<file path="config.mk">
export PLATFORM = sky130hd
export DESIGN_NAME = hazard_ctrl
export DESIGN_NICKNAME = d
export VERILOG_FILES = /design/src/rtl/hazard_ctrl.sv
export SDC_FILE = /design/constraint.sdc
export NUM_CORES = 1
export LEC_CHECK = 0
export CORE_MARGIN = 5
export CORE_UTILIZATION = 42
export DETAILED_ROUTE_END_ITERATION = 8
export GPL_ROUTABILITY_DRIVEN = 0
export PLACE_DENSITY = 0.88
export SLEW_MARGIN = 30
export SYNTH_ARGS = -nofsm -noshare
export SYNTH_HDL_FRONTEND = slang
export SYNTH_SLANG_ARGS = --single-unit
</file>
<file path="constraint.sdc">
create_clock -name clk -period 2.2 [get_ports clk]
set_clock_uncertainty 0.1 [all_clocks]
set_input_delay 0.33 -clock clk [delete_from_list [all_inputs] [get_ports clk]]
set_output_delay 0.33 -clock clk [all_outputs]
set_load 0.005 [all_outputs]
</file>
<file path="src/rtl/hazard_ctrl.sv">
// hazard_ctrl: pipeline hazard controller for the five-stage RISC-V core.
//
// Drives the write-enable and flush/bubble controls of the IF/ID, ID/EX,
// EX/MEM and MEM/WB stage registers. Handles load-use stalls, taken-branch
// flushes and data-memory wait states, and raises a sticky fatal flag when the
// data memory keeps the pipe waiting for MEM_TIMEOUT consecutive cycles.
//
// Optional feature macro: HAZARD_PERF_CNT_EN
//   Defined   -> adds stall_cycles, loaduse_count and flush_count counters.
//   Undefined -> counter ports and registers are not built.
//
// Ports:
//   clk             rising-edge clock
//   reset           asynchronous active-low reset
//   id_rs1, id_rs2  source registers of the instruction in ID
//   ex_rd           destination register of the instruction in EX
//   ex_MemRead      instruction in EX is a load
//   ex_branch_taken EX resolved a taken branch this cycle
//   mem_req         MEM stage issues a load/store
//   mem_ready       data memory completes the access this cycle
//   pc_write        PC update enable
//   if_id_write     IF/ID load enable
//   if_id_flush     IF/ID clears to NOP on the next edge
//   id_ex_write     ID/EX load enable
//   id_ex_flush     ID/EX control fields zeroed on the next edge (bubble)
//   ex_mem_write    EX/MEM load enable
//   mem_wb_bubble   MEM/WB captures RegWrite=0, MemtoReg=0
//   mem_timeout     sticky fatal memory timeout flag
//   stall_cycles    (perf) cycles with a memory stall
//   loaduse_count   (perf) cycles where a load-use stall won arbitration
//   flush_count     (perf) cycles where a taken branch won arbitration

module hazard_ctrl #(
  parameter int unsigned MEM_TIMEOUT = 200,
  parameter int unsigned TIMEOUT_W   = 8
) (
  input  logic        clk,
  input  logic        reset,
  input  logic [4:0]  id_rs1,
  input  logic [4:0]  id_rs2,
  input  logic [4:0]  ex_rd,
  input  logic        ex_MemRead,
  input  logic        ex_branch_taken,
  input  logic        mem_req,
  input  logic        mem_ready,
  output logic        pc_write,
  output logic        if_id_write,
  output logic        if_id_flush,
  output logic        id_ex_write,
  output logic        id_ex_flush,
  output logic        ex_mem_write,
  output logic        mem_wb_bubble,
  output logic        mem_timeout
`ifdef HAZARD_PERF_CNT_EN
  ,
  output logic [31:0] stall_cycles,
  output logic [31:0] loaduse_count,
  output logic [31:0] flush_count
`endif
);

  // State encoding kept as plain constants for compatibility with older tools.
  localparam logic [1:0] RUN      = 2'd0;
  localparam logic [1:0] MEM_WAIT = 2'd1;
  localparam logic [1:0] HALT     = 2'd2;

  localparam logic [TIMEOUT_W-1:0] CNT_LAST = TIMEOUT_W'(MEM_TIMEOUT - 1);
  localparam logic [TIMEOUT_W-1:0] CNT_MAX  = '1;
  localparam logic [TIMEOUT_W-1:0] CNT_ONE  = TIMEOUT_W'(1);

  logic [1:0]           state_q, state_d;
  logic [TIMEOUT_W-1:0] wait_cnt_q, wait_cnt_d;

  logic mem_stall;
  logic load_use;
  logic halted;

  // Arbitration winners, mutually exclusive by construction.
  logic win_stall;
  logic win_branch;
  logic win_load_use;

  //--------------------------------------------------------------------------
  // Hazard detection
  //--------------------------------------------------------------------------
  assign mem_stall = mem_req & ~mem_ready;

  // x0 is hard-wired to zero, so a load targeting it never creates a hazard.
  assign load_use = ex_MemRead & (ex_rd != 5'd0) &
                    ((ex_rd == id_rs1) | (ex_rd == id_rs2));

  assign halted = (state_q == HALT);

  // A stall freezes EX and ID, so any branch or load-use seen during it is
  // simply re-evaluated on the cycle the stall releases.
  assign win_stall    = ~halted & mem_stall;
  assign win_branch   = ~halted & ~mem_stall & ex_branch_taken;
  assign win_load_use = ~halted & ~mem_stall & ~ex_branch_taken & load_use;

  //--------------------------------------------------------------------------
  // Control outputs (combinational, forced low while reset is asserted)
  //--------------------------------------------------------------------------
  always_comb begin
    pc_write      = 1'b1;
    if_id_write   = 1'b1;
    if_id_flush   = 1'b0;
    id_ex_write   = 1'b1;
    id_ex_flush   = 1'b0;
    ex_mem_write  = 1'b1;
    mem_wb_bubble = 1'b0;
    mem_timeout   = 1'b0;

    if (!reset) begin
      pc_write     = 1'b0;
      if_id_write  = 1'b0;
      id_ex_write  = 1'b0;
      ex_mem_write = 1'b0;
    end else if (halted) begin
      pc_write     = 1'b0;
      if_id_write  = 1'b0;
      id_ex_write  = 1'b0;
      ex_mem_write = 1'b0;
      mem_timeout  = 1'b1;
    end else if (win_stall) begin
      pc_write      = 1'b0;
      if_id_write   = 1'b0;
      id_ex_write   = 1'b0;
      ex_mem_write  = 1'b0;
      mem_wb_bubble = 1'b1;
    end else if (win_branch) begin
      // Both younger instructions are on the wrong path.
      if_id_flush = 1'b1;
      id_ex_flush = 1'b1;
    end else if (win_load_use) begin
      // Hold PC and IF/ID, insert one bubble into ID/EX.
      pc_write    = 1'b0;
      if_id_write = 1'b0;
      id_ex_flush = 1'b1;
    end
  end

  //--------------------------------------------------------------------------
  // State machine and memory-wait watchdog
  //--------------------------------------------------------------------------
  always_comb begin
    state_d = state_q;
    case (state_q)
      RUN: begin
        if (mem_stall) state_d = MEM_WAIT;
      end
      MEM_WAIT: begin
        if (!mem_stall) begin
          state_d = RUN;
        end else if (wait_cnt_q == CNT_LAST) begin
          state_d = HALT;
        end
      end
      HALT: begin
        state_d = HALT;
      end
      default: begin
        state_d = RUN;
      end
    endcase
  end

  always_comb begin
    wait_cnt_d = wait_cnt_q;
    if (!halted) begin
      if (!mem_stall) begin
        wait_cnt_d = '0;
      end else if (wait_cnt_q != CNT_MAX) begin
        wait_cnt_d = wait_cnt_q + CNT_ONE;
      end
    end
  end

  always_ff @(posedge clk or negedge reset) begin
    if (!reset) begin
      state_q    <= RUN;
      wait_cnt_q <= '0;
    end else begin
      state_q    <= state_d;
      wait_cnt_q <= wait_cnt_d;
    end
  end

`ifdef HAZARD_PERF_CNT_EN
  //--------------------------------------------------------------------------
  // Performance counters (wrap modulo 2^32, frozen in HALT)
  //--------------------------------------------------------------------------
  always_ff @(posedge clk or negedge reset) begin
    if (!reset) begin
      stall_cycles  <= '0;
      loaduse_count <= '0;
      flush_count   <= '0;
    end else begin
      if (win_stall)    stall_cycles  <= stall_cycles + 32'd1;
      if (win_load_use) loaduse_count <= loaduse_count + 32'd1;
      if (win_branch)   flush_count   <= flush_count + 32'd1;
    end
  end
`endif

endmodule
</file>
==> metrics, run 1 <==
status=finished clean; crit path max-delay cell type=clkdlybuf4s50_1; final net count=about 150; Iteration-0 DRC Markers=16; first-pass GRT wire length=about 3400 µm; vias=around 790; largest net degree at the start of global routing=13; total routed wirelength=2240 µm; share of synthesized registers carrying an async set or reset=100%; IO Pins=29; min-delay src=state_q[1]; Critical path buffers and inverters=4; Final WS setup=41.5 ps; leakage power=roughly 0.55 nW; Slew HR=about three quarters; ANT cells=0; Total Routing Usage GR=between 10% and 20%; hold path cells=1; synth warn=0; post-cts hold buffer count=0; root buf cell=clkbuf_4; H-tree depth=1; layout cells sized above 1=a little under a third; MaxCap Viol Count=0; CP dominant cell by count=clkdlybuf4s50_1; r2r startpoint=wait_cnt_q[0]; Max clock buf depth=2; clock latency on the worst-skew pair=around 260 ps; biggest area consumer among synthesized cells=dfrtp_1; Tcrit/Tclk final=98.1%; most frequent cells in the layout=18 x clkdlybuf4s50_1, 16 x buf_4, 12 x xor2_1; DP Worst Slack=-403 ps; Core Area=roughly 1700 µm²; Placed Area=1100 µm²; Util after Layout=between 70% and 80%; Initial Util=between 40% and 50%; gr busiest metal=met2; CP top delay family=buffers and inverters; Mapped Cells=a little under 80; Hold Crit Endpoint=state_q[0]; area share of the largest cell type after synthesis=33.2%; vias in the first global route=750; final setup fails=0; Worst Setup Start Kind=input port; grt total ovfl=0; Final Max Tran Viols=0; die area=around 2700 µm²; DRC=0; post-DP HPWL=1700 µm; worst slew pin tran=roughly 350 ps; placed insts=135; antenna violations before repair=0; fin crit period=~2200 ps; largest cells by area after synthesis=dfrtp_1 33%, xor2_1 14%, nor2_1 3.5%, o311ai_4 3.5%, o21ai_0 3.3%; Post-Syn Area=approximately 750 µm²; Final Hold Viols=0; critical path's largest stage delay=between 500 and 600 ps; DRT antenna net count=0; R2R Setup Slk=350 ps; commonest non-fill, non-tap cell in the layout=clkdlybuf4s50_1; f_max=463 MHz; met1 Use GR=around 18%; First-pass DRT Iterations=4; Die Y=52.4 µm; CP Max Fanout=10; CTS sink count=10; Crit path depth=5; Via-to-Cell Ratio=around 5.3; crit path kind=input port to primary output; Seq cells post-synth=10; Cell Pwr Density=~360 nW/µm²; Final Instance Area=around 1200 µm²; Peak VDD IR=0.304 mV; Seq/Total Area, Yosys=~33%; Port Buffers=28; synthesis-to-finish area growth=62.0%; Die W=roughly 52 µm; RSZ-0062 raised after global routing=false; r2r endpoint=wait_cnt_q[0]; row count=15; Synth Area per Inst=between 9 and 10 µm²; Routed WL per cell=15.1 µm; Num CTS Buffers=3; CP endpoint kind=primary output; HP Class=flop to flop; Worst-path clk slew=~60 ps; met2 Usage GRT=31.4%; post-synth cell types=33; critical path arrival=1730 ps; Post-synth top flop=dfrtp_1; Post-Layout Cell Count=~150; Worst R2R Path Depth=4; syn nets=100; Post-synth EDFFs=0; worst endpoint required time=roughly 1800 ps; CP cell instances=clkdlybuf4s50_1, buf_6, inv_1, nor2_1, clkdlybuf4s50_1; CTS tree=yes; GRT met3 Usage=between 4 and 5%
==> power by group <==
group	switching [mW]	total [mW]	leakage [nW]	internal, mW
logic	0.0506	0.129	0.403	0.0787
clock network	0.0576	0.121	0.0138	0.0629
registers	0.00235	0.189	0.138	0.187
==> metrics by stage <==
stage	hold WS (ps)	total power, mW	TNS (ps)
2_1_floorplan	-65.6	0.231	0
3_3_place_gp	385	0.300	-1130
3_5_place_dp	396	0.306	-1320
4_1_cts	322	0.426	0
5_1_grt	436	0.462	0
6_report	403	0.439	0
==> registers in the layout, indices dropped and copies added (netlist names) <==
register / count
wait_cnt_q: 8
state_q: 2
==> final cells by class <==
cell class / instances / area (µm²)
inverters: 1 / 3.75
well taps: 25 / 31.3
repair buffers: 45 / 403
multi-input cells: 64 / 512
fillers: 143 / 504
clock buffers: 3 / 22.5
flip-flops and latches: 10 / 250
==> per-layer routing <==
layer	routed length (µm)	share of wire [%]
met1	789	35
met2	1200	53
met3	211	9.4
met4	45	2.0
met5	0	0
==> repair_timing <==
item,CTS,global route
resized for setup,21,8
gates cloned,0,0
buffers inserted,2,8
endpoints found under the setup margin,4,6
pin swaps,6,4
==> how the worst max path moves through the flow <==
stage / from / endpoint / slack [ps]
after detailed placement: ex_rd[3] / pc_write / -400
after global routing: ex_rd[1] / id_ex_flush / 5
after global placement: ex_rd[3] / if_id_write / -350
after CTS: ex_rd[4] / id_ex_flush / 10
after floorplan: ex_rd[1] / pc_write / 490
final: reset / mem_timeout / 40
==> cells in the mapped netlist (2+ instances only) <==
library cell   n
and3_1         3
nand2b_2       2
a21oi_1        4
dfrtp_1       10
nor3_1         3
o21ai_0        5
xor2_1        12
nand2_1        4
or3_1          3
buf_4          2
nor2_1         7
or4_1          2
==> cells by family (layout without fill, tap and decap cells) <==
family / Yosys count / after routing / synth area share (%)
xor+xnor: 12 / 12 / 13.9
fa+ha+maj: 1 / 1 / 1.66
simple gates: 32 / 32 / 26.0
buf+inv: 4 / 49 / 2.98
compound gates: 18 / 18 / 20.7
flops: 10 / 10 / 33.2
mux: 1 / 1 / 1.49
(Power assumes the default switching activity.)
==> inputs of run 2 (changes only) <==
- ABC_AREA: unset -> 1
- CORE_UTILIZATION: 42 -> 45
- PLACE_DENSITY: 0.88 -> 0.9
- RECOVER_POWER: unset -> 50
- SLEW_MARGIN: 30 -> 20
==> metrics, run 2 <==
DRC=0 (unchanged); Worst-path clk slew=60 ps (about the same); multi-input logic area=492 µm² (was 512 µm²); critical path arrival=1640 ps (was 1730 ps); final setup fails=0 (unchanged); Hold Slack=405 ps (was 403 ps); post-DP HPWL=1770 µm (was 1700 µm); Switch Pwr=0.0975 mW (was 0.111 mW); Final Max Tran Viols=0 (unchanged); clock latency on the worst-skew pair=260 ps (about the same); Worst Setup Start Kind=input port (unchanged); Total Routing Usage GR=18.1% (was 17.0%); Cell Pwr Density=320 nW/µm² (was 359 nW/µm²); status=finished clean (unchanged); CP top delay family=buffers and inverters (unchanged); fin crit period=2070 ps (was 2160 ps); die area=2910 µm² (was 2740 µm²); Routed WL per cell=11.2 µm (was 15.1 µm); post-synth cell types=22 (was 33); min-delay src=wait_cnt_q[0] (was state_q[1]); Critical path buffers and inverters=5 (was 4); synthesis-to-finish area growth=40.9% (was 62.0%); First-pass DRT Iterations=3 (was 4); P_int=0.294 mW (was 0.328 mW); Synth Area per Inst=6.29 µm² (was 9.67 µm²); CP cell instances=clkdlybuf4s50_1, inv_1, nor2_2, inv_2, nand2_1, nor2_4, buf_4, nand3_1, nand2_1, dlygate4sd2_1 (was clkdlybuf4s50_1, buf_6, inv_1, nor2_1, clkdlybuf4s50_1); share of synthesized registers carrying an async set or reset=100% (unchanged); total routed wirelength=2210 µm (was 2240 µm); HP Class=flop to flop (unchanged); r2r endpoint=wait_cnt_q[0] (unchanged); f_max=483 MHz (was 463 MHz); number of fillers in the final layout=162 (was 143); first-pass GRT wire length=3900 µm (was 3440 µm); Post-synth top flop=dfrtp_1 (unchanged); R2R Setup Slk=490 ps (was 350 ps); post-cts hold buffer count=0 (unchanged); crit path kind=input port to primary output (unchanged); Largest regs=wait_cnt_q: 8 flops, state_q: 2 flops (unchanged); Slew HR=63.1% (was 76.7%); Combinational Power Share=22.3% (was 29.5%); Core Area=1780 µm² (was 1730 µm²); Worst R2R Path Depth=8 (was 4); largest net degree at the start of global routing=11 (was 13); Util after Layout=68.6% (was 70.8%); layout cells sized above 1=12.8% (was 31.7%); hold path cells=1 (unchanged); Via-to-Cell Ratio=4.71 (was 5.30); max FFs per register=8 (unchanged); Mapped Cells=138 (was 78); Hold Crit Endpoint=wait_cnt_q[0] (was state_q[0]); most common cell in the netlist=nand2_1 (was xor2_1); biggest area consumer among synthesized cells=dfrtp_1 (unchanged); critical path's largest stage delay=450 ps (was 540 ps); Tcrit/Tclk final=94.0% (was 98.1%); CP Max Fanout=4 (was 10); crit path max-delay cell type=clkdlybuf4s50_1 (unchanged); Die W=53.9 µm (was 52.4 µm); Seq cells post-synth=10 (unchanged); worst endpoint required time=1770 ps (about the same); Port Buffers=28 (unchanged); syn nets=160 (was 100); Switching Fraction=24.9% (was 25.2%); most frequent cells in the layout=46 x nand2_1, 24 x inv_1, 16 x clkdlybuf4s50_1 (was 18 x clkdlybuf4s50_1, 16 x buf_4, 12 x xor2_1); vias=933 (was 785); commonest non-fill, non-tap cell in the layout=nand2_1 (was clkdlybuf4s50_1); Max clock buf depth=2 (unchanged); Final Hold Viols=0 (unchanged); CP dominant cell by count=nand2_1 (was clkdlybuf4s50_1); root buf cell=clkbuf_4 (unchanged); synth warn=0 (unchanged); largest reg by FF count=wait_cnt_q (unchanged); IO Pins=29 (unchanged); leakage power=0.721 nW (was 0.554 nW); Post-synth top cells=47 x nand2_1, 25 x inv_1, 13 x nor2_1, 11 x nand3_1, 10 x dfrtp_1 (was 12 x xor2_1, 10 x dfrtp_1, 7 x nor2_1, 5 x o21ai_0); CP endpoint kind=primary output (unchanged); Post-synth EDFFs=0 (unchanged); antenna violations before repair=1 (was 0); r2r startpoint=wait_cnt_q[0] (unchanged); Reg power frac=47.0% (was 43.1%); DRT antenna net count=0 (unchanged); Iteration-0 DRC Markers=14 (was 16); final net count=196 (was 147); register area=250 µm² (unchanged); area share of the largest cell type after synthesis=28.8% (was 33.2%); MaxCap Viol Count=0 (unchanged); Die Y=53.9 µm (was 52.4 µm); RSZ-0062 raised after global routing=false (unchanged); clock network power share=30.7% (was 27.5%); CTS sink count=10 (unchanged); vias in the first global route=985 (was 750); Peak VDD IR=0.459 mV (was 0.304 mV); Num CTS Buffers=3 (unchanged); CTS tree=yes (unchanged); Total Power=0.392 mW (was 0.439 mW); largest cells by area after synthesis=dfrtp_1 29%, nand2_1 20%, inv_1 11%, nand3_1 6.3%, nor2_1 5.6% (was dfrtp_1 33%, xor2_1 14%, nor2_1 3.5%, o311ai_4 3.5%, o21ai_0 3.3%); Initial Util=48.7% (was 43.7%); H-tree depth=1 (unchanged); row count=15 (unchanged); Post-Syn Area=868 µm² (was 754 µm²); grt total ovfl=0 (unchanged); worst slew pin tran=554 ps (was 349 ps); Seq/Total Area, Yosys=28.8% (was 33.2%)
==> run 2: cell types whose count changed in the layout (fill, tap and decap cells not counted), moves of 4 or more <==
cell / change
a21oi_1: -4
inv_1: +23
nand3_1: +10
buf_4: -11
xor2_1: -9
nand2_1: +42
nor2_1: +4
==> run 2: how the worst max path moves through the flow <==
stage              start           to  slack (ps)  cells past startpoint
6_report         mem_req  id_ex_flush         130                     10
5_1_grt        id_rs2[2]  if_id_write          10                     11
4_1_cts        mem_ready  if_id_flush          10                      8
3_5_place_dp    ex_rd[3]  id_ex_flush        -190                     10
3_3_place_gp    ex_rd[4]  id_ex_flush        -150                     10
2_1_floorplan    mem_req     pc_write         630                      9
==> run 2: per-stage QoR <==
step | std cells | setup WS [ps] | instance area [µm²] | TNS [ps]
after floorplan | 138 | 634 | 868 | 0
after global placement | 193 | -151 | 1190 | -460
after detailed placement | 193 | -187 | 1190 | -607
after CTS | 197 | 9.61 | 1210 | 0
after global routing | 198 | 14.8 | 1220 | 0
final | 198 | 132 | 1220 | 0
==> run 2: metal layers <==
metal,share of wire (%),track usage [%]
met3,6.7,5.82
met2,51,33.5
met4,0.77,5.53
met1,41,19.3
met5,0,0
==> run 2: final cells by class <==
cell class                      count  area share, %
Antenna cell                        1          0.204
Timing Repair Buffer               35           26.8
Inverter                           26           7.98
Multi-Input combinational cell     98           40.2
Tap cell                           25           2.56
Sequential cell                    10           20.4
Clock buffer                        3           1.84
==> run 2: repair_timing <==
| action | CTS | global route |
|---|---|---|
| setup endpoints to repair | 5 | 4 |
| buffers inserted | 1 | 0 |
| pin swaps | 1 | 5 |
| endpoints found under the hold margin | 0 | 0 |
| gates resized for setup | 10 | 10 |
==> run 2: power groups by stage <==
stage	clock network (mW)	logic, mW	registers (mW)
finish	0.120	0.0874	0.184
global route	0.139	0.0978	0.184
CTS	0.126	0.0878	0.184
detailed placement	0	0.0893	0.187
global placement	0	0.0862	0.187
floorplan	0	0.0327	0.187
==> run 2: kinds of logic after synthesis <==
logic type	after synthesis	synth area share [%]
adder cells (fa/ha/maj)	1	1.44
AO/OA/AOI/OAI	8	6.77
flip-flops	10	28.8
XOR/XNOR	5	5.04
buffers and inverters	30	15.6
AND/OR/NAND/NOR	83	41.2
multiplexers	1	1.15
